--- config.mk ---
export PLATFORM = sky130hd
export DESIGN_NAME = instr_sequencer
export DESIGN_NICKNAME = d
export VERILOG_FILES = /design/src/rtl/instr_sequencer.sv
export SDC_FILE = /design/constraint.sdc
export NUM_CORES = 1
export LEC_CHECK = 0
export ABC_CLOCK_PERIOD_IN_PS = 1600
export CAP_MARGIN = 20
export CORE_MARGIN = 2
export CORE_UTILIZATION = 59
export CTS_BUF_LIST = sky130_fd_sc_hd__clkbuf_8
export DETAILED_ROUTE_END_ITERATION = 8
export DONT_BUFFER_PORTS = 1
export GPL_TIMING_DRIVEN = 1
export HOLD_SLACK_MARGIN = 0.05
export PLACE_DENSITY_LB_ADDON = 0.25
export SLEW_MARGIN = 20
export SYNTH_ARGS = -nofsm -noshare
export SYNTH_HDL_FRONTEND = slang
export SYNTH_SLANG_ARGS = --single-unit
--- constraint.sdc ---
create_clock -name clk -period 1.6 [get_ports clk]
set_clock_uncertainty 0.05 [all_clocks]
set_input_delay 0.24 -clock clk [delete_from_list [all_inputs] [get_ports clk]]
set_output_delay 0.24 -clock clk [all_outputs]
set_load 0.1 [all_outputs]
--- src/rtl/instr_sequencer.sv ---
// Multicycle fetch/decode/writeback controller in front of the 8-entry register file.
// Fetches 4*m-bit instructions over a valid handshake, holds them in IR, and drives the
// register file's opcode and address fields. Branches test the RF read port.
module instr_sequencer #(
  parameter int unsigned m = 3,
  parameter int unsigned n = 2 * m
) (
  input  logic           clk,
  input  logic           rst,
  input  logic           start,
  output logic           imem_req,
  output logic [n-1:0]   imem_addr,
  input  logic           imem_valid,
  input  logic [4*m-1:0] imem_data,
  output logic [m-1:0]   opcode,
  output logic [m-1:0]   RDAddress,
  output logic [m-1:0]   RAAddress,
  output logic [m-1:0]   RBAddress,
  output logic [m-1:0]   RFAddress,
  input  logic [n-1:0]   RFContents,
  output logic [n-1:0]   pc,
  output logic [7:0]     instr_count,
  output logic           halted
);

  typedef enum logic [2:0] {StIdle, StFetch, StDecode, StWb, StHalt} state_e;

  localparam logic [m-1:0] OpNop  = m'(0);
  localparam logic [m-1:0] OpAlu1 = m'(1);
  localparam logic [m-1:0] OpAlu2 = m'(2);
  localparam logic [m-1:0] OpAlu3 = m'(3);
  localparam logic [m-1:0] OpAlu4 = m'(4);
  localparam logic [m-1:0] OpBz   = m'(5);
  localparam logic [m-1:0] OpJmp  = m'(6);
  localparam logic [m-1:0] OpHalt = m'(7);

  state_e         state_q;
  logic [n-1:0]   pc_q;
  logic [4*m-1:0] ir_q;
  logic [7:0]     count_q;
  logic [m-1:0]   opcode_q;
  logic           req_q;
  logic           halted_q;

  logic [m-1:0]   ir_op;
  logic [n-1:0]   target;
  logic [n-1:0]   pc_inc;

  assign ir_op  = ir_q[4*m-1:3*m];
  // Branch/jump target is the RD field followed by the RB field.
  assign target = {ir_q[3*m-1:2*m], ir_q[m-1:0]};
  assign pc_inc = pc_q + n'(1);

  // Address fields always come from IR so they stay stable through DECODE and WB.
  assign RDAddress   = ir_q[3*m-1:2*m];
  assign RAAddress   = ir_q[2*m-1:m];
  assign RBAddress   = ir_q[m-1:0];
  assign RFAddress   = ir_q[2*m-1:m];
  assign imem_addr   = pc_q;
  assign pc          = pc_q;
  assign instr_count = count_q;
  assign opcode      = opcode_q;
  assign imem_req    = req_q;
  assign halted      = halted_q;

  // Controller FSM with registered opcode/request/halt outputs.
  always_ff @(posedge clk or negedge rst) begin
    if (!rst) begin
      state_q  <= StIdle;
      pc_q     <= '0;
      ir_q     <= '0;
      count_q  <= '0;
      opcode_q <= '0;
      req_q    <= 1'b0;
      halted_q <= 1'b0;
    end else begin
      case (state_q)
        StIdle: begin
          if (start) begin
            state_q <= StFetch;
            req_q   <= 1'b1;
          end
        end
        StFetch: begin
          if (imem_valid) begin
            ir_q    <= imem_data;
            state_q <= StDecode;
            req_q   <= 1'b0;
          end
        end
        StDecode: begin
          case (ir_op)
            OpAlu1, OpAlu2, OpAlu3, OpAlu4: begin
              // Opcode is presented only during WB so exactly one write commits.
              opcode_q <= ir_op;
              state_q  <= StWb;
            end
            OpBz: begin
              pc_q    <= (RFContents == '0) ? target : pc_inc;
              count_q <= count_q + 8'd1;
              state_q <= StFetch;
              req_q   <= 1'b1;
            end
            OpJmp: begin
              pc_q    <= target;
              count_q <= count_q + 8'd1;
              state_q <= StFetch;
              req_q   <= 1'b1;
            end
            OpHalt: begin
              // pc is left pointing at the HALT instruction.
              count_q  <= count_q + 8'd1;
              state_q  <= StHalt;
              halted_q <= 1'b1;
            end
            OpNop: begin
              pc_q    <= pc_inc;
              count_q <= count_q + 8'd1;
              state_q <= StFetch;
              req_q   <= 1'b1;
            end
            default: begin
              pc_q    <= pc_inc;
              count_q <= count_q + 8'd1;
              state_q <= StFetch;
              req_q   <= 1'b1;
            end
          endcase
        end
        StWb: begin
          opcode_q <= '0;
          pc_q     <= pc_inc;
          count_q  <= count_q + 8'd1;
          state_q  <= StFetch;
          req_q    <= 1'b1;
        end
        StHalt: begin
          // Only reset leaves HALT.
          state_q <= StHalt;
        end
        default: begin
          state_q  <= StIdle;
          opcode_q <= '0;
          req_q    <= 1'b0;
          halted_q <= 1'b0;
        end
      endcase
    end
  end

endmodule
After elaboration in Yosys (flattened, before gate mapping)
Cells that the tools add are included.
{ "totals": {"elab_cells": 63, "out_inout_bits": 37, "ff_bits": 34, "input_bits": 22} }
{ "classes": {"n_reduce_logical": 16, "eq_ne": 18, "muxes": 17, "n_bitwise": 3, "addsub": 2} }
{ "op_table": {"columns": ["op", "n"], "rows": [
  ["6-bit one-hot mux with 3 select lines", 1],
  ["8-bit one-hot mux with 2 select lines", 1],
  ["3-bit == test (second input constant)", 5],
  ["3-bit one-hot mux with 5 select lines", 1],
  ["3-bit by 2-bit == test with 1-bit output (second input constant)", 4],
  ["2-bit inequality test (second input constant)", 6],
  ["6-bit one-hot mux with 2 select lines", 1],
  ["2-bit AND reduction", 6],
  ["4-bit OR reduction", 3],
  ["3-bit 2-to-1 mux", 3],
  ["3-bit one-hot mux with 3 select lines", 1],
  ["8-bit by 1-bit adder with 8-bit output (second input constant)", 1],
  ["8-bit 2-to-1 mux", 1],
  ["6-bit by 1-bit adder with 6-bit output (second input constant)", 1],
  ["3-bit by 1-bit == test with 1-bit output (second input constant)", 2],
  ["3-bit logical NOT", 2],
  ["6-bit logical NOT", 1],
  ["6-bit 2-to-1 mux", 1],
  ["3-bit one-hot mux with 2 select lines", 1],
  ["3-bit OR reduction", 2],
  ["1-bit one-hot mux with 5 select lines", 1],
  ["1-bit 2-to-1 mux", 4],
  ["4-bit inequality test (second input constant)", 1],
  ["4-bit AND reduction", 1],
  ["3 further kinds", 5]
]} }

Depth between registers and ports, before layout
{ "logic_depth": {"depth_word": 4, "mapped_depth": 7, "depth_no_buf": 5} }

Least setup slack after synthesis
No wires, ideal clock.
{ "synth_path": {"path_kind": "reg-to-reg", "from": "register pc_q[0], in the netlist imem_addr[0]", "to": "register pc_q[2], in the netlist imem_addr[2]", "path_slack_ps": -349, "path_buffers": 0, "path_stages_with_launch": 6, "setup_time_ps": 138, "t_required_ps": 1412, "arrival_ps": 1762, "path_cell_list": "dfrtp_1 ha_1 nand4_1 o31a_1 o311ai_0 a211oi_2"} }
{ "synth_between": {"elab_chain_len": 4} }
{ "synth_lines": {"columns": ["item", "line_no", "rtl"], "rows": [
  ["from (decl)", "38", "logic [n-1:0] pc_q;"],
  ["from (signal assigned)", "99", "pc_q <= (RFContents == '0) ? target : pc_inc;"],
  ["from (signal assigned)", "105", "pc_q <= target;"],
  ["from (signal assigned)", "117", "pc_q <= pc_inc;"],
  ["6-bit by 1-bit adder with 6-bit output *", "52", "assign pc_inc = pc_q + n'(1);"],
  ["6-bit 2-to-1 mux", "99", null],
  ["6-bit one-hot mux with 3 select lines", "92", "case (ir_op)"],
  ["6-bit one-hot mux with 2 select lines *", "77", "case (state_q)"]
]} }
Mark *: on every way between the ends. The rest lies on a longest branch, timed or not.
A chain may end at the register's enable or synchronous reset.

Worst setup path in the final report
{ "layout_path": {"from": "register ir_q[9]", "to": "register req_q, in the netlist imem_req"} }
{ "layout_between": {"elab_chain_len": 4} }
{ "layout_lines": {"columns": ["item", "line_no", "rtl"], "rows": [
  ["from (decl)", "39", "logic [4*m-1:0] ir_q;"],
  ["from (signal assigned)", "86", "ir_q <= imem_data;"],
  ["3-bit == test / 3-bit logical NOT (equally long branches)", "92", null],
  ["3-bit OR reduction (no line) *", null, null],
  ["2-bit inequality test (no line) *", null, null],
  ["4-bit AND reduction (no line) *", null, null],
  ["to (signal assigned)", "88", "req_q <= 1'b0;"],
  ["to (signal assigned)", "102", "req_q <= 1'b1;"],
  ["to (signal assigned)", "108", "req_q <= 1'b1;"],
  ["to (decl)", "42", "logic req_q;"]
]} }
Marked as above.

==> flow_summary_export.csv <==
group,metric,value,unit
timing,slew_viol_final,0,
global_route,grt_util_all_layers,0.268,
die,die-area,0.00360,mm²
drt,drtPass1Iterations,4,
logic_synthesis,ys_warn_count,0,
logic_synthesis,synth_area_leaders,"dfrtp_1 46%, buf_4 7.7%, mux2_2 6.1%",
logic_synthesis,synthDistinctLibCells,47,
cells_and_area,drive_above_1_share,0.502,
cells_and_area,stdcell_area,0.00250,mm²
drt,ant_nets,0,
die,die_h,60.0,µm
clock_tree,clk-insertion-delay-late,290,ps
cells_and_area,final_nets,228,
timing,setup_violations,7,
clock_tree,cts_inserted_buffers,5,
logic_synthesis,synth_seq_cells,34,
timing,hold_viol_final,0,
status,violations,"setup timing",
min_path,hp-start,"imem_data[8]",
worst_setup_path,path_class,"reg -> reg",
drt,num_vias,1473,
min_path,holdPathStages,1,
clock_tree,htree_levels,2,
worst_setup_path,r2r_slack,-100,ps
die,num_rows,20,
worst_setup_path,critPathLaunchType,"register",
drt,wl_per_cell,18.5,µm
min_path,hp-class,"in -> reg",
logic_synthesis,yosysTopAreaCell,"dfrtp_1",
drt,drc,0,
die,pin_count,59,
timing,period_minus_slack,1700,ps
worst_setup_path,cp.arrival,1820,ps
drt,dr.first_iter.drc_count,52,
timing,fin_tns_setup,-245,ps
timing,maxSlewHeadroom,0.639,
placement,dp_hpwl,2.77,mm
placement,placed_cell_area,0.00214,mm²
worst_setup_path,reg2regPathDepth,6,
logic_synthesis,syn_area,0.00185,mm²
status,status,"finished, violations left",
clock_tree,path_clk_slew,70,ps
cells_and_area,fin_util,0.825,
global_route,antenna_found_initial,0,
global_route,grt_first_pass_wirelength,6.91,mm
clock_tree,cts.path.max_buffers,2,
die,initial_core_util,0.611,
timing,max_slew.worst_pin.slew,546,ps
clock_tree,cts_tree,"built",
worst_setup_path,end_kind,"register",
cells_and_area,areaGrowthSynthToFinish,35.0,%
die,die_w,60.0,µm
global_route,grt_max_degree,35,
cells_and_area,antenna_cells,0,
logic_synthesis,yosysSeqAreaShare,0.460,
worst_setup_path,required,1720,ps
placement,place.gp.congestion,0.827,
drt,viasPerCell,5.92,
timing,fmax,587,MHz
global_route,grt_overflow_total,0,
flow_run,cap_violations,0,
timing,grt_setup_unrepaired,"true",
drt,wl,4.62,mm
logic_synthesis,syn_avg_cell_area,11.1,µm²
timing,fin_ws,-104,ps
min_path,whs_endpoint,"ir_q[8]",
die,coreArea,0.00303,mm²
worst_setup_path,crit_fanout,6,
clock_tree,cts_num_sinks,34,
placement,numPortBuffers,0,
logic_synthesis,yosysTopAreaCellShare,0.460,
worst_setup_path,regToRegStartpoint,"ir_q[9]",
logic_synthesis,syn_inst,167,
global_route,grt_pass1_vias,1505,
worst_setup_path,reg2reg_to,"imem_req",
clock_tree,root_buffer,"clkbuf_8",
timing,post-route-period-util,1.06,
logic_synthesis,synth_fp_nets,191,
[logic make-up (layout without fill, tap and decap cells)]
group,count (synthesis),count (layout),share of synthesized area
AO/OA/AOI/OAI,35,35,0.145
multiplexers,16,16,0.0953
AND/OR/NAND/NOR,41,41,0.135
flip-flops,34,34,0.460
buffers and inverters,31,69,0.114
adder cells (fa/ha/maj),2,2,0.0135
XOR/XNOR,8,8,0.0379
[stage by stage]
stage | worst slack [ps] | hold WS [ps] | std cells
after detailed placement | -85.2 | -105 | 225
after CTS | -17.4 | 52.5 | 247
after global routing | -151 | 68.2 | 249
final | -104 | 68.6 | 249
after global placement | -15.3 | -105 | 225
after floorplan | -50.6 | -106 | 167
[Yosys cell counts, drive strengths merged]
cell type  instances
a211oi             1
a21o               1
a21oi              9
a22o               1
a22oi              1
a2bb2oi            2
a31oi              1
a32o               3
and2               1
and3               2
and3b              1
and4               1
buf               27
dfrtp             34
ha                 2
inv                4
mux2              13
mux2i              3
nand2              7
nand2b             1
nand3              5
nand4              6
nor2               9
nor2b              2
nor3               4
nor4               1
o211ai             2
o21a               1
o21ai              4
o2bb2ai            1
o311ai             2
o31a               3
o31ai              2
o32ai              1
or4                1
xnor2              4
xor2               4
[how the worst max path moves through the flow]
stage               cells after the start  slack, ps    startpoint      endpoint
floorplan                               5        -50  imem_addr[0]  imem_addr[2]
global placement                        5        -20      ir_q[10]  imem_addr[3]
detailed placement                      5        -90      ir_q[10]  imem_addr[4]
CTS                                     6        -20       ir_q[9]      imem_req
global route                            6       -150       ir_q[9]      imem_req
finish                                  6       -100       ir_q[9]      imem_req
[metal layers]
metal,vias up,share of wire,GRT usage
met2,84,0.53,0.452
li1,656,-,-
met4,0,0.035,0.149
met5,-,0,0
met3,18,0.062,0.0931
met1,715,0.38,0.292
[what timing repair did]
| action | in CTS | in global routing |
|---|---|---|
| hold buffers | 12 | 1 |
| buffers inserted | 2 | 1 |
| endpoints found under the setup margin | 10 | 16 |
| hold endpoints to repair | 44 | 1 |
| gates resized for setup | 6 | 15 |
| pin swaps | 3 | 9 |
[cells in the final DEF, fill, tap and decap left out, types with 3 or more instances in the layout]
cell type      count
a21oi_2            3
o21ai_0            3
buf_12             9
a32o_1             3
mux2_1             3
dfrtp_2           19
inv_1              4
buf_6              3
a21oi_1            6
xnor2_1            4
mux2i_1            3
xor2_1             3
dfrtp_1           15
nand2_1            7
nand3_1            4
dlygate4sd3_1     12
buf_4             33
clkbuf_8           5
nand4_1            6
mux2_2            10
nor2_1             7
[worst max-delay path: stages, from the launching register on]
cell,delay (ps)
dfrtp_2,450
buf_6,140
xor2_2,180
nor2_2,80
or4_4,420
a21oi_2,170
o32ai_2,90
[sequential cells by signal, summed over array words and instances (netlist names)]
signal       count
opcode           3
imem_addr        6
halted           1
imem_req         1
ir_q            12
instr_count      8
state_q          3
[cell type report]
cell class | count | area, µm²
flip-flops and latches | 34 | 875
fillers | 154 | 529
repair buffers | 57 | 582
well taps | 44 | 55.1
multi-input cells | 102 | 863
clock inverters | 3 | 40.0
clock buffers | 5 | 68.8
inverters | 4 | 15.0
Power is not shown: default switching activity piles up to over one toggle a cycle in this logic, so the estimate is an artifact.
